**config.mk**
```make
export PLATFORM = sky130hd
export DESIGN_NAME = frame_receiver
export DESIGN_NICKNAME = d
export VERILOG_FILES = /design/src/rtl/frame_receiver.sv
export SDC_FILE = /design/constraint.sdc
export NUM_CORES = 1
export LEC_CHECK = 0
export BUFFER_PORTS_ARGS = -buffer_cell sky130_fd_sc_hd__buf_2
export CAP_MARGIN = 0
export CORE_MARGIN = 2
export CORE_UTILIZATION = 40
export DETAILED_ROUTE_END_ITERATION = 6
export GPL_ROUTABILITY_DRIVEN = 0
export MAX_ROUTING_LAYER = met4
export SYNTH_ARGS = -nofsm -noshare
export SYNTH_HDL_FRONTEND = slang
export SYNTH_SLANG_ARGS = --single-unit
```
**constraint.sdc**
```tcl
create_clock -name clock -period 4.8 [get_ports clock]
set_input_delay 0.24 -clock clock [delete_from_list [all_inputs] [get_ports clock]]
set_output_delay 0.24 -clock clock [all_outputs]
set_load 0.005 [all_outputs]
```
**src/rtl/frame_receiver.sv**
```systemverilog
// Byte-level frame parser: finds SYNC, LEN, payload[LEN], CHECKSUM frames in the
// transceiver byte stream, buffers a validated payload and holds it until acknowledged.
module frame_receiver #(
   parameter int         MAX_LEN = 16,
   parameter logic [7:0] SYNC    = 8'hA5,
   parameter int         TIMEOUT = 1024
) (
   input  logic                         clock,
   input  logic                         reset,
   input  logic [7:0]                   byte_in,
   input  logic                         byte_valid,
   output logic                         frame_ready,
   output logic [$clog2(MAX_LEN+1)-1:0] frame_len,
   input  logic [$clog2(MAX_LEN)-1:0]   rd_addr,
   output logic [7:0]                   rd_data,
   input  logic                         frame_ack,
   output logic                         busy,
   output logic                         err_length,
   output logic                         err_checksum,
   output logic                         err_overrun,
   output logic                         err_timeout
);

   localparam int LW = $clog2(MAX_LEN + 1);
   localparam int AW = $clog2(MAX_LEN);
   localparam int GW = $clog2(TIMEOUT + 1);
   localparam logic [7:0]    MAX_LEN_B = 8'(MAX_LEN);
   localparam logic [GW-1:0] GAP_LAST  = GW'(TIMEOUT - 1);

   typedef enum logic [2:0] {
      ST_HUNT,
      ST_LEN,
      ST_PAYLOAD,
      ST_CSUM,
      ST_HOLD
   } state_t;

   state_t        r_state, w_state_next;
   logic [LW-1:0] r_len, w_len_next;
   logic [LW-1:0] r_cnt, w_cnt_next;
   logic [LW-1:0] r_frame_len, w_frame_len_next;
   logic [7:0]    r_sum, w_sum_next;
   logic [GW-1:0] r_gap, w_gap_next;
   logic          r_frame_ready, w_frame_ready_next;
   logic          r_err_length, w_err_length_next;
   logic          r_err_checksum, w_err_checksum_next;
   logic          r_err_overrun, w_err_overrun_next;
   logic          r_err_timeout, w_err_timeout_next;
   logic          w_busy;
   logic          w_buf_we;
   logic [7:0]    r_buf [MAX_LEN];

   assign w_busy = (r_state == ST_LEN) || (r_state == ST_PAYLOAD) || (r_state == ST_CSUM);

   always_comb begin
      w_state_next        = r_state;
      w_len_next          = r_len;
      w_cnt_next          = r_cnt;
      w_sum_next          = r_sum;
      w_frame_len_next    = r_frame_len;
      w_frame_ready_next  = r_frame_ready;
      w_gap_next          = '0;
      w_err_length_next   = 1'b0;
      w_err_checksum_next = 1'b0;
      w_err_overrun_next  = 1'b0;
      w_err_timeout_next  = 1'b0;
      w_buf_we            = 1'b0;

      // Idle cycles inside a frame; any byte_valid keeps the gap counter at zero.
      if (w_busy && !byte_valid) begin
         if (r_gap == GAP_LAST) begin
            w_err_timeout_next = 1'b1;
            w_state_next       = ST_HUNT;
         end else begin
            w_gap_next = r_gap + 1'b1;
         end
      end

      case (r_state)
         ST_HUNT: begin
            if (byte_valid && byte_in == SYNC) w_state_next = ST_LEN;
         end
         ST_LEN: begin
            if (byte_valid) begin
               if (byte_in == 8'h00 || byte_in > MAX_LEN_B) begin
                  w_err_length_next = 1'b1;
                  w_state_next      = ST_HUNT;
               end else begin
                  w_len_next   = byte_in[LW-1:0];
                  w_cnt_next   = '0;
                  w_sum_next   = byte_in;
                  w_state_next = ST_PAYLOAD;
               end
            end
         end
         ST_PAYLOAD: begin
            if (byte_valid) begin
               w_buf_we   = 1'b1;
               w_sum_next = r_sum + byte_in;
               w_cnt_next = r_cnt + 1'b1;
               if (r_cnt == r_len - LW'(1)) w_state_next = ST_CSUM;
            end
         end
         ST_CSUM: begin
            if (byte_valid) begin
               if (byte_in == r_sum) begin
                  w_frame_ready_next = 1'b1;
                  w_frame_len_next   = r_len;
                  w_state_next       = ST_HOLD;
               end else begin
                  w_err_checksum_next = 1'b1;
                  w_state_next        = ST_HUNT;
               end
            end
         end
         ST_HOLD: begin
            // A byte arriving with the ack is still dropped, never parsed as SYNC.
            if (byte_valid) w_err_overrun_next = 1'b1;
            if (frame_ack) begin
               w_frame_ready_next = 1'b0;
               w_frame_len_next   = '0;
               w_state_next       = ST_HUNT;
            end
         end
         default: w_state_next = ST_HUNT;
      endcase
   end

   always_ff @(posedge clock) begin
      if (reset) begin
         r_state        <= ST_HUNT;
         r_len          <= '0;
         r_cnt          <= '0;
         r_sum          <= '0;
         r_gap          <= '0;
         r_frame_len    <= '0;
         r_frame_ready  <= 1'b0;
         r_err_length   <= 1'b0;
         r_err_checksum <= 1'b0;
         r_err_overrun  <= 1'b0;
         r_err_timeout  <= 1'b0;
      end else begin
         r_state        <= w_state_next;
         r_len          <= w_len_next;
         r_cnt          <= w_cnt_next;
         r_sum          <= w_sum_next;
         r_gap          <= w_gap_next;
         r_frame_len    <= w_frame_len_next;
         r_frame_ready  <= w_frame_ready_next;
         r_err_length   <= w_err_length_next;
         r_err_checksum <= w_err_checksum_next;
         r_err_overrun  <= w_err_overrun_next;
         r_err_timeout  <= w_err_timeout_next;
      end
   end

   // Payload store has no reset; rd_data is masked until a frame is held.
   always_ff @(posedge clock) begin
      if (w_buf_we) r_buf[r_cnt[AW-1:0]] <= byte_in;
   end

   assign rd_data      = (r_frame_ready && (LW'(rd_addr) < r_frame_len)) ? r_buf[rd_addr] : 8'h00;
   assign frame_ready  = r_frame_ready;
   assign frame_len    = r_frame_len;
   assign busy         = w_busy;
   assign err_length   = r_err_length;
   assign err_checksum = r_err_checksum;
   assign err_overrun  = r_err_overrun;
   assign err_timeout  = r_err_timeout;

endmodule

```
Word-level counts from Yosys, hierarchy flattened:

Memories as Yosys holds them, arrays and structs flattened.
Index checks and enable logic that the tools add are counted.

* flip-flop bits (word level): 42
* bits in writable memories: 128
* memories: 1

Memory list
* r_buf: words 16, width 8, read ports 1, clocked after memory_dff 0, wr ports 1, RTL line 51 `logic [7:0] r_buf [MAX_LEN];`

* reduce and logical (&&, ||, !) cells: 19
* order comparisons: 2
* equal/unequal tests: 14
* bitwise gates (word level): 6
* mux-type cells: 35
* add/sub/neg operators: 4

Operators by type and width (count)
* 8-bit 2-to-1 mux: 4
* 5-bit 2-to-1 mux: 6
* 3-bit 2-to-1 mux: 9
* 5-bit one-hot mux with 2 select lines: 2
* 8-bit one-hot mux with 2 select lines: 1
* 3-bit one-hot mux with 5 select lines: 1
* 11-bit by 1-bit adder with 11-bit output (second input constant): 1
* 11-bit by 10-bit equality test with 1-bit output (second input constant): 1
* 1-bit 2-to-1 mux: 10
* 2-bit != test (second input constant): 5
* 3-bit OR reduction: 3
* 8-bit adder: 1
* 8-bit equality test: 1
* 8-bit equality test (second input constant): 1
* 8-bit by 5-bit greater-than comparator with 1-bit output (second input constant): 1
* 8-bit logical NOT: 1
* 4-bit AND reduction: 2
* 3-bit by 2-bit equality test with 1-bit output (second input constant): 2
* 1-bit inverter: 6
* 5-bit by 1-bit adder with 5-bit output (second input constant): 1
* 5-bit equality test: 1
* 4-bit by 5-bit less-than comparator with 1-bit output: 1
* 5-bit by 1-bit subtractor with 5-bit output (second input constant): 1
* 2-bit nonzero test: 2
* other kinds (11): 16

Logic depth before layout (Yosys ltp):

* depth in word-level cells: 8
* depth in mapped cells: 8
* gate-level depth less buffers: 8

Worst setup path before layout:

No wires, ideal clock.

* path type: register to register
* from: register r_sum[3]
* to: register r_frame_len[4] (netlist: frame_len[4])
* cell stages (with the launch flop): 8
* path slack: 2.592 ns
* data required time: 4.672 ns
* arrival time: 2.080 ns
* library setup time: 0.128 ns
* path through: dfxtp_1 > ha_1 > or4_4 > or4_4 > buf_6 > a21boi_4 > a21oi_1 > nor2_1

* cells in the longest elaborated chain, start to end: 3

Ends and longest elaborated chain
* start: declaration: RTL line 42 `logic [7:0] r_sum, w_sum_next;`
* start signal: assignment: RTL line 146 `r_sum <= w_sum_next;`
* 8-bit equality test: RTL line 106 `if (byte_in == r_sum) begin`
* 2-bit by 1-bit != test with 1-bit output (no source line)
* 4-bit AND reduction (no source line)
* end signal: assignment: RTL line 148 `r_frame_len <= w_frame_len_next;`
* end: declaration: RTL line 41 `logic [LW-1:0] r_frame_len, w_frame_len_next;`

No other way between the ends.
A chain may end at the register's enable or synchronous reset.

Worst setup path in the final report:

* from: register r_state[0]
* to: memory r_buf[1][6] (enable)

* cells in the longest elaborated chain, start to end: 4

Ends and longest elaborated chain
* start: declaration: RTL line 38 `state_t r_state, w_state_next;`
* start signal: assignment: RTL line 143 `r_state <= w_state_next;`
* 3-bit by 2-bit equality test with 1-bit output: RTL line 79 `case (r_state)`
* 1-bit 2-to-1 mux: RTL line 79
* 1-bit 2-to-1 mux: RTL line 159 `if (w_buf_we) r_buf[r_cnt[AW-1:0]] <= byte_in;`
* 1-bit 2-to-1 mux (implied by the code): RTL line 159
* end: declaration: RTL line 51

No other way between the ends.

==> results.md <==
- XOR/XNOR Fraction of Synth Area: under 10%
- Crit-path slowest cell: nor3_2
- Max-slew violation count: 0
- Max Freq: 362 MHz
- Power Dens Cells: around 370 nW/µm²
- Met1 Track Usage GR: a little under a quarter
- WHS: 153 ps
- Setup Skew: around 9.4 ps
- Maximum VDD drop: 0.000266 V
- Busiest layer in global routing: met2
- Critical Path Start Type: flip-flop
- Sequential cell area: about 4700 µm²
- Row Count: 49
- Int Power: 2500 µW
- RSZ-0062 raised after global routing: no
- Htree depth: 4
- Seq/Total Area, Yosys: 63.4%
- Switching power total: approximately 640 µW
- Post-Synth Adder-Cell Area: under 10%
- Total Wirelength: about 16 mm
- Post-synth cell types: 54
- Count leader, synth: edfxtp_1
- Simple-Gate Fraction of Synth Area: just under 10%
- N_diodes: 0
- Root buf cell: clkbuf_16
- Bufs on Longest Clock Path: 2
- Die Span X: around 140 µm
- Full die area: roughly 20,000 µm²
- I/O pins: 35
- PostCTS Resize Cnt: 0
- # fillers: approximately 1,600
- First drt pass iteration count: 5
- First-pass GRT wire length: ~26 mm
- Largest net degree at the start of global routing: 32
- Synth Flop Type: edfxtp_1
- Status: completed
- CTS tree: built
- Clock power frac: 45.9%
- Share of the synthesized area in compound gates (AO/OA/AOI/OAI): under 10%
- Final min period: ~2800 ps
- Warnings, synthesis: 0
- DR iter-0 viols: approximately 250
- Top cell type's share of synthesized area: a little over half
- Die height: around 140 µm
- Final hold violations: 0
- Drc violations: 0
- Post-Syn Area: between 7000 and 8000 µm²
- Cell Count, Final, Fillers Out: 782
- Power share of the sequential group: around 50%
- Fin nets: 574
- Mux cell area share after synthesis: a little over an eighth
- Post-Place Setup Slack: 1920 ps
- Multi-input logic area: about 2500 µm²
- Syn Area/Cell: 14.6 µm²
- Initial antenna violation count: 0
- Vias per Instance: around 5.6
- Layout cells sized above 1: 21.0%
- Main combinational cell family by area after synthesis: multiplexers
- Skew-Pair Late Insertion Delay: between 400 and 500 ps
- Worst-path clk slew: 60 ps
- Required time of the critical path: 4840 ps
- #FFs+latches synth: 170
- Crit path max fanout: 10
- Num Clock Sinks: 170
- Placed cell count: 751
- Top post-synthesis cells by count: edfxtp_1, nor2_1, dfxtp_1
- Worst path arrival time: around 2800 ps
- Postcts setup bufs: 0
- Slowest Stage Delay on Critical Path: about 930 ps
- Initial Util: 41.0%
- CTS Hold Bufs: 0
- Gr ovfl total: 0
- HPWL after DPL: about 10 mm
- Ys async rst share: 0%
- Syn_nets: ~540
- Met3 Use GR: 4.13%
- Final cycle utilization of the critical path: between 50 and 60%
- GRT met2 Usage: roughly 29%
- Final setup violation count: 0
- Comb power frac: between 3 and 4%
- CP endpoint kind: flip-flop
- WS Path Type: flip-flop to flip-flop
- Min-delay worst type: input pin to flip-flop
- Number of global-route vias before repair: roughly 4,400
- Core area: 18,000 µm²
- Synthesized instance count: 505
- Setup TNS: 0 ps
- Area contributors post-synth: edfxtp_1, mux4_2, dfxtp_1, ha_1, nor2_1
- Vias: between 4,000 and 5,000
- GRT Total Usage: a little under a fifth
- Leading area contributor after synthesis: edfxtp_1
- Antenna-violating nets left: 0
- EDFF count, synth: approximately 130
- PortBufs: 34
- Layout area overhead: 13.8%
- Max-Cap Viols: 0
- Setup ws final: around 2000 ps
- Slew headroom: 21.7%
- Total CTS buffers: 17
- Switching share of total power: between 20% and 30%
- Leak: 0.00280 µW
- Per-cell routed wire length: roughly 21 µm
- Slew @ Worst Pin: between 1000 and 1500 ps
- CP cell instances: nand2b_1 -> nor2_1 -> nand2_1 -> nor3_2
[power groups by stage]
| stage | registers, µW | logic, µW | clock network, µW |
|---|---|---|---|
| 2_1_floorplan | 1610 | 75.1 | 0 |
| 3_3_place_gp | 1610 | 120 | 0 |
| 3_5_place_dp | 1610 | 123 | 0 |
| 4_1_cts | 1580 | 123 | 1460 |
| 5_1_grt | 1580 | 132 | 1530 |
| 6_report | 1580 | 121 | 1440 |
[area by class of cell]
class | instances | area share [%]
Clock buffer | 18 | 5.11
Clock inverter | 13 | 2.28
Inverter | 26 | 1.16
Multi-Input combinational cell | 291 | 30.2
Sequential cell | 170 | 55.7
Tap cell | 229 | 3.41
Timing Repair Buffer | 35 | 2.11
[worst max-delay path: cells and delay by family (launching register included)]
family           cells  cell delay (ps)
and+or+nand+nor      4             2000
DFF                  1              370
[routing by layer]
| metal | wire, µm | vias up |
|---|---|---|
| li1 | - | 2016 |
| met1 | 7090 | 2237 |
| met2 | 8150 | 125 |
| met3 | 831 | 17 |
| met4 | 199 | 0 |
| met5 | 0 | - |
[sequential cells by signal (all words and copies together) (netlist names), 3 cells and up]
name and count:
r_sum 8, r_len 5, r_gap 11, r_buf 128, r_state 3, frame_len 5, r_cnt 5
[path summary, 6_finish.rpt]
path	endpoint	slack (ps)	from	cells past startpoint
max	r_buf[1][6]	2040	r_state[0]	4
min	r_state[2]	150	frame_ack	3
max reg2reg	r_buf[1][6]	2040	r_state[0]	4
min reg2reg	r_gap[0]	460	r_gap[0]	1
[kinds of logic after synthesis]
group | Yosys count
fa+ha+maj | 17
simple gates | 145
mux | 47
buf+inv | 44
xor+xnor | 19
compound gates | 63
flops | 170
[cell usage in the layout (no fill, tap or decap), types with 5 or more instances in the layout]
cell type / instances
o21ai_0: 5
nand4_1: 6
xnor2_1: 11
inv_1: 18
nand3_1: 8
mux2i_1: 7
buf_2: 34
clkbuf_16: 17
xor2_1: 8
a21oi_1: 17
edfxtp_1: 128
dfxtp_1: 42
ha_1: 16
nor2_1: 53
nor4_1: 5
a211oi_1: 14
nand2_1: 21
nor3_1: 11
mux4_2: 40
clkinv_1: 8
nand2b_1: 10
a21o_1: 5
[through the flow]
stage          total power [µW]  utilization [%]  cell area [µm²]
6_report                   3140             46.6             8410
5_1_grt                    3230             46.6             8410
2_1_floorplan              1680                -             7380
4_1_cts                    3160             46.6             8410
3_3_place_gp               1730             43.2             7780
3_5_place_dp               1730             43.2             7780
(Power assumes the default switching activity.)
